[src/rtl/instr_fetch_unit.sv]
// Instruction fetch stage: owns the PC, fetches words over req/ack
// and buffers {pc, instruction} pairs for decode.
module instr_fetch_unit #(
  parameter logic [31:0] RESET_PC  = 32'h0000_0000,
  parameter int          BUF_DEPTH = 2
) (
  input  logic        clk,
  input  logic        reset,
  input  logic        ctrl_fetch_enable,
  input  logic        redirect_valid,
  input  logic [31:0] redirect_pc,
  output logic        imem_req,
  output logic [31:0] imem_addr,
  input  logic        imem_ack,
  input  logic [31:0] imem_rdata,
  output logic        out_valid,
  output logic [31:0] out_instruction,
  output logic [31:0] out_pc,
  input  logic        decode_ready,
  output logic        stat_fetch_busy
);

  localparam int PW = $clog2(BUF_DEPTH);
  localparam int CW = PW + 1;

  typedef enum logic [1:0] {
    IDLE,
    REQ,
    DRAIN
  } state_t;

  state_t        r_state;
  logic [31:0]   r_pc;
  logic [31:0]   r_pend;
  logic          r_req;
  logic [31:0]   r_addr;
  logic [CW-1:0] r_count;
  logic [PW-1:0] r_wptr;
  logic [PW-1:0] r_rptr;
  logic [31:0]   r_mem_ins [BUF_DEPTH];
  logic [31:0]   r_mem_pc  [BUF_DEPTH];

  logic [31:0]   w_tgt;
  logic [31:0]   w_pc_inc;
  logic          w_ack;
  logic          w_pop;
  logic          w_push;
  logic [CW-1:0] w_cnt_nxt;
  logic          w_room;
  logic          w_unused;

  assign w_tgt     = {redirect_pc[31:2], 2'b00};
  assign w_unused  = ^redirect_pc[1:0];
  assign w_pc_inc  = r_pc + 32'd4;
  assign w_ack     = r_req & imem_ack;
  assign w_pop     = (r_count != '0) & decode_ready
                   & ~redirect_valid;
  assign w_push    = (r_state == REQ) & w_ack
                   & ~redirect_valid;
  assign w_cnt_nxt = r_count + CW'(w_push) - CW'(w_pop);
  assign w_room    = w_cnt_nxt < CW'(BUF_DEPTH);

  assign imem_req        = r_req;
  assign imem_addr       = r_addr;
  assign stat_fetch_busy = r_req;
  assign out_valid       = (r_count != '0);
  assign out_instruction = r_mem_ins[r_rptr];
  assign out_pc          = r_mem_pc[r_rptr];

  // Fetch FSM: issues requests, tracks PC, absorbs redirects.
  always_ff @(posedge clk or posedge reset) begin
    if (reset) begin
      r_state <= IDLE;
      r_pc    <= RESET_PC;
      r_pend  <= '0;
      r_req   <= 1'b0;
      r_addr  <= RESET_PC;
    end else begin
      unique case (r_state)
        IDLE: begin
          if (redirect_valid) begin
            r_pc <= w_tgt;
          end else if (ctrl_fetch_enable && w_room) begin
            r_req   <= 1'b1;
            r_addr  <= r_pc;
            r_state <= REQ;
          end
        end
        REQ: begin
          if (redirect_valid) begin
            if (w_ack) begin
              r_pc    <= w_tgt;
              r_req   <= 1'b0;
              r_state <= IDLE;
            end else begin
              r_pend  <= w_tgt;
              r_state <= DRAIN;
            end
          end else if (w_ack) begin
            r_pc <= w_pc_inc;
            if (ctrl_fetch_enable && w_room) begin
              r_addr <= w_pc_inc;
            end else begin
              r_req   <= 1'b0;
              r_state <= IDLE;
            end
          end
        end
        DRAIN: begin
          if (w_ack) begin
            r_pc    <= redirect_valid ? w_tgt : r_pend;
            r_req   <= 1'b0;
            r_state <= IDLE;
          end else if (redirect_valid) begin
            r_pend <= w_tgt;
          end
        end
        default: begin
          r_req   <= 1'b0;
          r_state <= IDLE;
        end
      endcase
    end
  end

  // FIFO pointers and occupancy; a redirect flushes everything.
  always_ff @(posedge clk or posedge reset) begin
    if (reset) begin
      r_count <= '0;
      r_wptr  <= '0;
      r_rptr  <= '0;
    end else if (redirect_valid) begin
      r_count <= '0;
      r_wptr  <= '0;
      r_rptr  <= '0;
    end else begin
      r_count <= w_cnt_nxt;
      if (w_push) r_wptr <= r_wptr + PW'(1);
      if (w_pop)  r_rptr <= r_rptr + PW'(1);
    end
  end

  // FIFO storage: capture the acked word with its fetch PC.
  always_ff @(posedge clk or posedge reset) begin
    if (reset) begin
      for (int i = 0; i < BUF_DEPTH; i++) begin
        r_mem_ins[i] <= '0;
        r_mem_pc[i]  <= '0;
      end
    end else if (w_push) begin
      r_mem_ins[r_wptr] <= imem_rdata;
      r_mem_pc[r_wptr]  <= r_pc;
    end
  end

endmodule
[config.mk]
export PLATFORM = sky130hd
export DESIGN_NAME = instr_fetch_unit
export DESIGN_NICKNAME = d
export VERILOG_FILES = /design/src/rtl/instr_fetch_unit.sv
export SDC_FILE = /design/constraint.sdc
export NUM_CORES = 1
export LEC_CHECK = 0
export CAP_MARGIN = 20
export CORE_MARGIN = 2
export CORE_UTILIZATION = 59
export CTS_CLUSTER_SIZE = 8
export DETAILED_ROUTE_END_ITERATION = 7
export PLACE_DENSITY_LB_ADDON = 0.1
export SLEW_MARGIN = 15
export SYNTH_ARGS = -nofsm -noshare
export SYNTH_HDL_FRONTEND = slang
export SYNTH_SLANG_ARGS = --single-unit
[constraint.sdc]
create_clock -name clk -period 25.9 [get_ports clk]
set_clock_uncertainty 0.2 [all_clocks]
set_input_delay 5.18 -clock clk [delete_from_list [all_inputs] [get_ports clk]]
set_output_delay 5.18 -clock clk [all_outputs]
set_load 0.05 [all_outputs]
# After elaboration in Yosys (flattened, before gate mapping)
# Cells that the tools add are included.
dict set report totals {
  reg_bits 231
  wordCells 104
  out_inout_bits 99
}
dict set report op_classes {
  bitwise_logic 8
  eq_ne 14
  add_sub_neg 5
  n_lt_le_gt_ge 4
  n_reduce_logical 14
  muxes 47
}
# cell n
set ops {}
lappend ops {{two-way mux 32 bit} 21}
lappend ops {{bitwise mux 64 bit} 2}
lappend ops {{one-hot mux 32 bit (2 select lines)} 2}
lappend ops {{one-hot mux 32 bit (3 select lines)} 1}
lappend ops {{adder 32 x 3 -> 32 bit, second input constant} 1}
lappend ops {{demux 32 bit (select 1 bit)} 1}
lappend ops {{inequality test 2 bit, second input constant} 9}
lappend ops {{two-way mux 2 bit} 8}
lappend ops {{AND reduction 4 bit} 3}
lappend ops {{two-way mux 1 bit} 10}
lappend ops {{nonzero test 2 bit} 5}
lappend ops {{inequality test 3 bit, second input constant} 2}
lappend ops {{one-hot mux 2 bit (3 select lines)} 1}
lappend ops {{AND reduction 6 bit} 1}
lappend ops {{bitwise AND 1 bit} 5}
lappend ops {{AND reduction 5 bit} 1}
lappend ops {{greater-or-equal comparator 2 bit, second input constant} 2}
lappend ops {{NOT 1 -> 2 bit} 2}
lappend ops {{one-hot mux 1 bit (3 select lines)} 1}
lappend ops {{nonzero test 3 bit} 1}
lappend ops {{adder 1 bit, second input constant} 2}
lappend ops {{adder 2 x 1 -> 2 bit} 1}
lappend ops {{equality test 2 x 1 -> 1 bit, second input constant} 1}
lappend ops {{equality test 2 bit, second input constant} 1}
lappend ops {{other kinds (7)} 8}

# Logic depth before layout (Yosys ltp)
# Gate-level depths: netlist (run 1).
dict set report depth {
  ltp_word 11
  mapped_depth 13
  ltp_nobuf 12
}

# Worst setup path before layout (run 1)
# No wires, ideal clock.
dict set report synth_timing {
  path_type {input -> register}
  startpoint {input redirect_valid}
  endpoint {register r_addr[0] (netlist: imem_addr[0])}
  path_stages 10
  t_arrival_ns 7.233
  slack_ns 18.343
  t_required_ns 25.575
  setup_time_ns 0.125
  path_buffers 3
  path_cell_list {buf_2 > clkbuf_1 > nor2_1 > ha_1 > inv_1 > ha_1 > xnor3_1 > o211ai_2 > clkbuf_1 > mux2_2}
}
dict set report synth_via {
  elab_chain_cells 8
}
# item line_no
set synth_rtl {}
lappend synth_rtl {{start: declaration} 10} ;# input logic redirect_valid,
lappend synth_rtl {{NOT 1 bit} {57, 59}}
lappend synth_rtl {{bitwise AND 1 bit} 59} ;# & ~redirect_valid;
lappend synth_rtl {{adder 2 x 1 -> 2 bit} 60} ;# assign w_cnt_nxt = r_count + CW'(w_push) - CW'(w_pop);
lappend synth_rtl {{subtractor 2 x 1 -> 2 bit} 60}
lappend synth_rtl {{< comparator 2 bit} 61} ;# assign w_room = w_cnt_nxt < CW'(BUF_DEPTH);
lappend synth_rtl {{logical AND 1 bit} {83, 101}}
lappend synth_rtl {{inequality test 2 x 1 -> 1 bit (no source line) / inequality test 2 bit (equally long branches)} --}
lappend synth_rtl {{AND reduction 6 bit (no source line) *} --}
lappend synth_rtl {{end signal: assignment} 85} ;# r_addr <= r_pc;
lappend synth_rtl {{end signal: assignment} 102} ;# r_addr <= w_pc_inc;
lappend synth_rtl {{end: declaration} 36} ;# logic [31:0] r_addr;
# Mark *: on every way between the ends. The rest lies on a longest branch, timed or not.
# A chain may end at the register's enable or synchronous reset.

# Final worst setup path (run 1)
dict set report layout_timing {
  startpoint {register r_rptr}
  endpoint {output out_pc[13]}
}
dict set report layout_via {
  elab_chain_cells 4
}
# item line_no
set layout_rtl {}
lappend layout_rtl {{start: declaration} 39} ;# logic [PW-1:0] r_rptr;
lappend layout_rtl {{start signal: assignment} 139} ;# if (w_pop) r_rptr <= r_rptr + PW'(1);
lappend layout_rtl {{NOT 1 -> 2 bit (not written as such)} 68} ;# assign out_pc = r_mem_pc[r_rptr];
lappend layout_rtl {{two-way mux 32 bit (not written as such) (3 in a row)} 68}
lappend layout_rtl {{end: declaration} 18} ;# output logic [31:0] out_pc,
# Every way passes these cells. The select of a mux whose other input is x is not followed.

==> results of run 1 <==
==> layer usage <==
metal | part of all wire [%] | up-vias | GRT usage, %
met5 | 0 | - | 0
met3 | 7.0 | 32 | 5.43
met4 | 1.2 | 0 | 7.22
met1 | 45 | 4136 | 37.6
li1 | - | 3844 | -
met2 | 47 | 288 | 41.4
==> area by class of cell <==
| cell class | count | area [sq um] |
|---|---|---|
| tap | 260 | 325 |
| inverter | 14 | 60.1 |
| sequential | 231 | 5780 |
| clock buffer | 36 | 858 |
| multi-input combinational | 661 | 5300 |
| fill | 1340 | 4700 |
| timing repair buffer | 184 | 1830 |
| clock inverter | 3 | 33.8 |
==> synth_stat cells (6+ instances only) <==
library cell	n	area, sq um
a22o_1	9	78.8
nor2_1	38	143
clkbuf_1	49	184
nor3_1	18	90.1
nor2b_1	6	37.5
nand2_1	70	263
a221o_1	8	80.1
inv_1	13	48.8
o21ai_0	71	355
dfrtp_1	231	5780
nand3_1	28	140
a221oi_1	10	87.6
nand4_1	19	119
buf_2	21	105
mux2_2	226	2540
and2_1	6	37.5
xnor2_1	11	96.3
xor2_1	31	272
a21oi_1	16	80.1
ha_1	7	87.6
and3_1	7	43.8
a22oi_1	15	113
==> logic make-up (layout without fill, tap and decap cells) <==
family          count (synthesis)  count (layout)  share of synthesized area (%)
buf+inv                        94             237                           3.51
flops                         231             231                           50.4
mux                           228             228                           22.4
fa+ha+maj                       7               7                          0.764
compound gates                165             165                           9.58
simple gates                  218             218                           9.97
xor+xnor                       43              43                           3.40
==> stage by stage <==
| stage | setup WS, ns | instance area [sq um] |
|---|---|---|
| 4_1_cts | 17.66 | 14100 |
| 5_1_grt | 17.60 | 14200 |
| 3_3_place_gp | 17.56 | 13200 |
| 6_report | 17.69 | 14200 |
| 3_5_place_dp | 17.52 | 13200 |
| 2_1_floorplan | 14.19 | 11500 |
==> report_power, final <==
group / switching (W) / internal [W]
registers: 0.000117 / 0.000486
logic: 0.000514 / 0.000332
clock network: 0.000147 / 0.000233
==> worst paths after layout <==
check | end | slack, ns
max in group asynchronous | r_mem_ins[13] | 19.06
worst min register to register | r_mem_pc[17] | 0.28
worst max-delay path | out_pc[13] | 17.69
min in group asynchronous | imem_addr[19] | 4.90
worst max register to register | imem_addr[1] | 22.24
worst min-delay path | r_mem_pc[17] | 0.28
==> state kept, by name, summed over array words and instances (netlist names) <==
name	count
imem_addr	32
imem_req	1
r_count	2
r_mem_ins	64
r_mem_pc	64
r_pc	32
r_pend	32
r_rptr	1
r_state	2
r_wptr	1
==> worst min-delay path, cell delays in order, from the launching register on <==
cell and delay [ns]:
dfrtp_1 0.34, nand2_1 0.04, o21ai_0 0.06
==> flow_summary.json, run 1 <==
{
  "grt_pass1_vias": 8247,
  "clock-sinks": 231,
  "hold_path_depth": 2,
  "r2r-start": "r_state[1]",
  "syn_to_final_growth_pct": 23.8,
  "syn_nets": 1063,
  "clk_latency_ns": 0.50,
  "post-cts-setup-buffers": 0,
  "wl_per_cell_um": 19.4,
  "path_class": "reg2out",
  "max-cap-violations": 0,
  "power_w": 0.00183,
  "utilization_pct": 75.1,
  "synth_ff_type": "dfrtp_1",
  "cts_resized": 0,
  "dp_cells": 1347,
  "root_buffer": "clkbuf_16",
  "start_util_pct": 60.7,
  "drive_above_1_share_pct": 26.7,
  "ctsHoldBuffers": 0,
  "outcome": "completed",
  "ys_seq_area_share_pct": 50.4,
  "ant_nets": 0,
  "grt_setup_unrepaired": "false",
  "final_cell_mix": "dfrtp_1 (230), mux2_2 (226), clkdlybuf4s50_1 (166)",
  "die_h_um": 143,
  "wl_mm": 26.9,
  "crit_family": "buffers and inverters",
  "crit_cells": 3,
  "leakagePower_nw": 6.18,
  "hold_path.class": "reg2reg",
  "antenna_found_initial": 0,
  "grt_max_degree": 152,
  "final_common_cell": "dfrtp_1",
  "maxSlewViolCount": 0,
  "vias": 8300,
  "via_per_inst": 5.98,
  "cts_buffer_depth": 3,
  "timing.setup.tns_ns": 0,
  "ys_warn_count": 0,
  "slew_headroom_pct": 34.6,
  "max-vdd-ir-drop_mv": 0.0964,
  "hp-start": "r_mem_pc[17]",
  "pin_count": 169,
  "holdWs_ns": 0.279,
  "route.detailed.drc": 0,
  "setup_viol": 0,
  "critPathMaxStageDelay_ns": 0.76,
  "grt_remaining_overflow": 0,
  "grt_pass1_wl_mm": 43.0,
  "hold_violations": 0,
  "dp_hpwl_mm": 17.0,
  "critPathArrivalTime_ns": 2.83,
  "startpoint": "r_rptr",
  "finalCritPeriodShare_pct": 31.7,
  "cp_max_fo": 61,
  "drt_pass1_iterations": 5,
  "cts_buffers": 34,
  "nNetsFinal": 1203,
  "diodes": 0,
  "io_buffers": 166,
  "coreArea_sq_um": 18900,
  "gp_congestion": 0.862,
  "cp_slowest_cell": "clkdlybuf4s50_1",
  "postSynthCellCount": 986,
  "cp_num_buf_inv": 2,
  "power_density_nw_per_um2": 129,
  "grt_use_total_pct": 26.3,
  "fp.dieW_um": 143,
  "period_minus_slack_ns": 8.21,
  "worstMarginPinSlew_ns": 0.981,
  "ff2ff_path_depth": 12,
  "dieArea_sq_um": 20600,
  "clock.fmax_mhz": 122,
  "crit_required_ns": 20.52,
  "netlist_area_sq_um": 11500,
  "h-tree-depth": 2,
  "synthArstFlopShare_pct": 100,
  "ys_ff_latch": 231,
  "synth_edf_count": 0,
  "avgSynthCellArea_sq_um": 11.6,
  "cp_cell_sequence": "buf_4, mux2_2, clkdlybuf4s50_1",
  "ys_types": 63,
  "rows": 50,
  "crit_path_end_kind": "primary output",
  "clk_pin_slew_ns": 0.05,
  "setup.worst_path.start_class": "flip-flop",
  "drt_iter0_drc": 507,
  "cts_tree": "built",
  "instances_no_fill": 1389
}
Power figures use the tool's default switching activity.
==> run 2: changes to the inputs <==
Settings changed: CORE_UTILIZATION 59 to 50.
Clock period 25.9 ns to 7.39 ns, I/O delays scaled along.
==> flow_summary.json, run 2 (same netlist as run 1, synthesis figures left out) <==
{
  "start_util_pct": 50.8,
  "final_cell_mix": "dfrtp_1 (230), mux2_2 (226), clkdlybuf4s50_1 (166)",
  "path_class": "reg2out",
  "leakagePower_nw": 6.15,
  "p_int_w": 0.00370,
  "outcome": "completed",
  "critPathArrivalTime_ns": 3.10,
  "setup_ws_ns": 2.61,
  "power_w": 0.00641,
  "cp_slowest_cell": "dfrtp_2",
  "clk_pin_slew_ns": 0.05,
  "p_switching_w": 0.00271,
  "wl_per_cell_um": 19.2,
  "vias": 8113,
  "route.detailed.drc": 0,
  "pre_cts_slack_ns": 2.72,
  "ctsHoldBuffers": 0,
  "cts_resized": 0,
  "root_buffer": "clkbuf_16",
  "cts_tree": "built",
  "clock-sinks": 231,
  "cp_num_buf_inv": 2,
  "dp_hpwl_mm": 17.5,
  "drt_iter0_drc": 516,
  "via_per_inst": 5.75,
  "crit_required_ns": 5.71,
  "grt_use_total_pct": 22.8,
  "period_minus_slack_ns": 4.78,
  "max-vdd-ir-drop_mv": 0.316,
  "rows": 55,
  "fillers": 1851,
  "finalCritPeriodShare_pct": 64.7,
  "hold_path.class": "reg2reg",
  "p_seq_share_pct": 33.0,
  "reg.largest.list": "r_mem_ins (64), r_mem_pc (64)",
  "power_frac_clock_pct": 20.9,
  "worstMarginPinSlew_ns": 0.992,
  "crit_family": "buffers and inverters",
  "critPathMaxStageDelay_ns": 0.87,
  "r2r-start": "r_state[1]",
  "grt_pass1_vias": 8186,
  "die_h_um": 155,
  "post-cts-setup-buffers": 0,
  "hp-start": "r_mem_pc[24]",
  "io_buffers": 166,
  "gp_congestion": 0.800,
  "cp_max_fo": 37,
  "max-cap-violations": 0,
  "p_comb_share_pct": 46.1,
  "fp.dieW_um": 155,
  "cts_buffers": 34,
  "grt_max_degree": 174,
  "h-tree-depth": 2,
  "startpoint": "r_rptr",
  "grt_pass1_wl_mm": 44.3,
  "drive_above_1_share_pct": 26.5,
  "drt_pass1_iterations": 5,
  "maxSlewViolCount": 0,
  "grt_remaining_overflow": 0,
  "diodes": 0,
  "setup.worst_path.start_class": "flip-flop",
  "antenna_found_initial": 0,
  "crit_path_end_kind": "primary output",
  "power_density_nw_per_um2": 452,
  "slew_headroom_pct": 33.9,
  "setup_viol": 0,
  "cp_cell_sequence": "buf_4, mux2_2, clkdlybuf4s50_1",
  "cts_buffer_depth": 3,
  "grt_setup_unrepaired": "false",
  "clk_latency_ns": 0.49,
  "wl_mm": 27.0,
  "nNetsFinal": 1200,
  "final_common_cell": "dfrtp_1",
  "multiInputGateArea_sq_um": 5300,
  "timing.setup.tns_ns": 0,
  "dieArea_sq_um": 24200,
  "syn_to_final_growth_pct": 23.6,
  "swShare_pct": 42.3,
  "pin_count": 169,
  "hold_violations": 0,
  "register_area_sq_um": 5780,
  "ant_nets": 0,
  "clock.fmax_mhz": 209,
  "coreArea_sq_um": 22600
}
==> run 2: cell count changes in the layout (fill, tap and decap cells not counted), sizes merged <==
cell | before | now
clkinvlp | 0 | 1
inv | 15 | 13
buf | 17 | 15
clkinv | 2 | 1
==> run 2: worst paths after layout <==
check / slack (ns) / endpoint / depth (start not counted)
worst max-delay path: 2.61 / out_instruction[12] / 3
worst min-delay path: 0.27 / r_mem_pc[24] / 2
worst max register to register: 3.78 / imem_addr[1] / 12
worst min register to register: 0.27 / r_mem_pc[24] / 2
max in group asynchronous: 4.86 / r_pc[5] / 3
min in group asynchronous: 1.36 / r_mem_ins[8] / 3
==> run 2: final cells by class <==
type / count / area share, %
inverter: 14 / 0.397
sequential: 231 / 40.8
clock inverter: 1 / 0.0618
clock buffer: 37 / 6.23
tap: 285 / 2.52
timing repair buffer: 181 / 12.6
multi-input combinational: 661 / 37.4
==> run 2: power groups by stage <==
stage,clock network (W),logic [W],registers (W)
2_1_floorplan,0,0.00206,0.00214
3_3_place_gp,0,0.00292,0.00211
3_5_place_dp,0,0.00296,0.00213
4_1_cts,0.00138,0.00297,0.00211
5_1_grt,0.00143,0.00317,0.00218
6_report,0.00134,0.00295,0.00211
==> run 2: per-stage QoR <==
stage	hold slack (ns)	cells	utilization, %	instance area (sq um)
5_1_grt	0.295	1410	62.8	14200
4_1_cts	0.275	1410	62.8	14200
2_1_floorplan	0.244	986	-	11500
3_3_place_gp	0.257	1372	58.8	13300
6_report	0.268	1410	62.8	14200
3_5_place_dp	0.265	1372	58.8	13300
==> run 2: worst register-to-register path, stage by stage, from the launching register on <==
cell and delay [ns]:
dfrtp_1 0.41, inv_1 0.09, ha_1 0.14, buf_4 0.38
nor2b_1 0.23, nand3_1 0.18, ha_1 0.31, inv_1 0.06
ha_1 0.14, xnor3_1 0.30, o211ai_4 0.10, buf_4 0.52
mux2_2 0.45
==> run 2: layer usage <==
layer / share of wire [%] / vias to the layer above / global-route usage [%]
met3: 4.7 / 34 / 3.59
met1: 49 / 4025 / 34.0
met4: 1.7 / 0 / 5.99
met2: 45 / 229 / 35.0
li1: - / 3825 / -
met5: 0 / - / 0
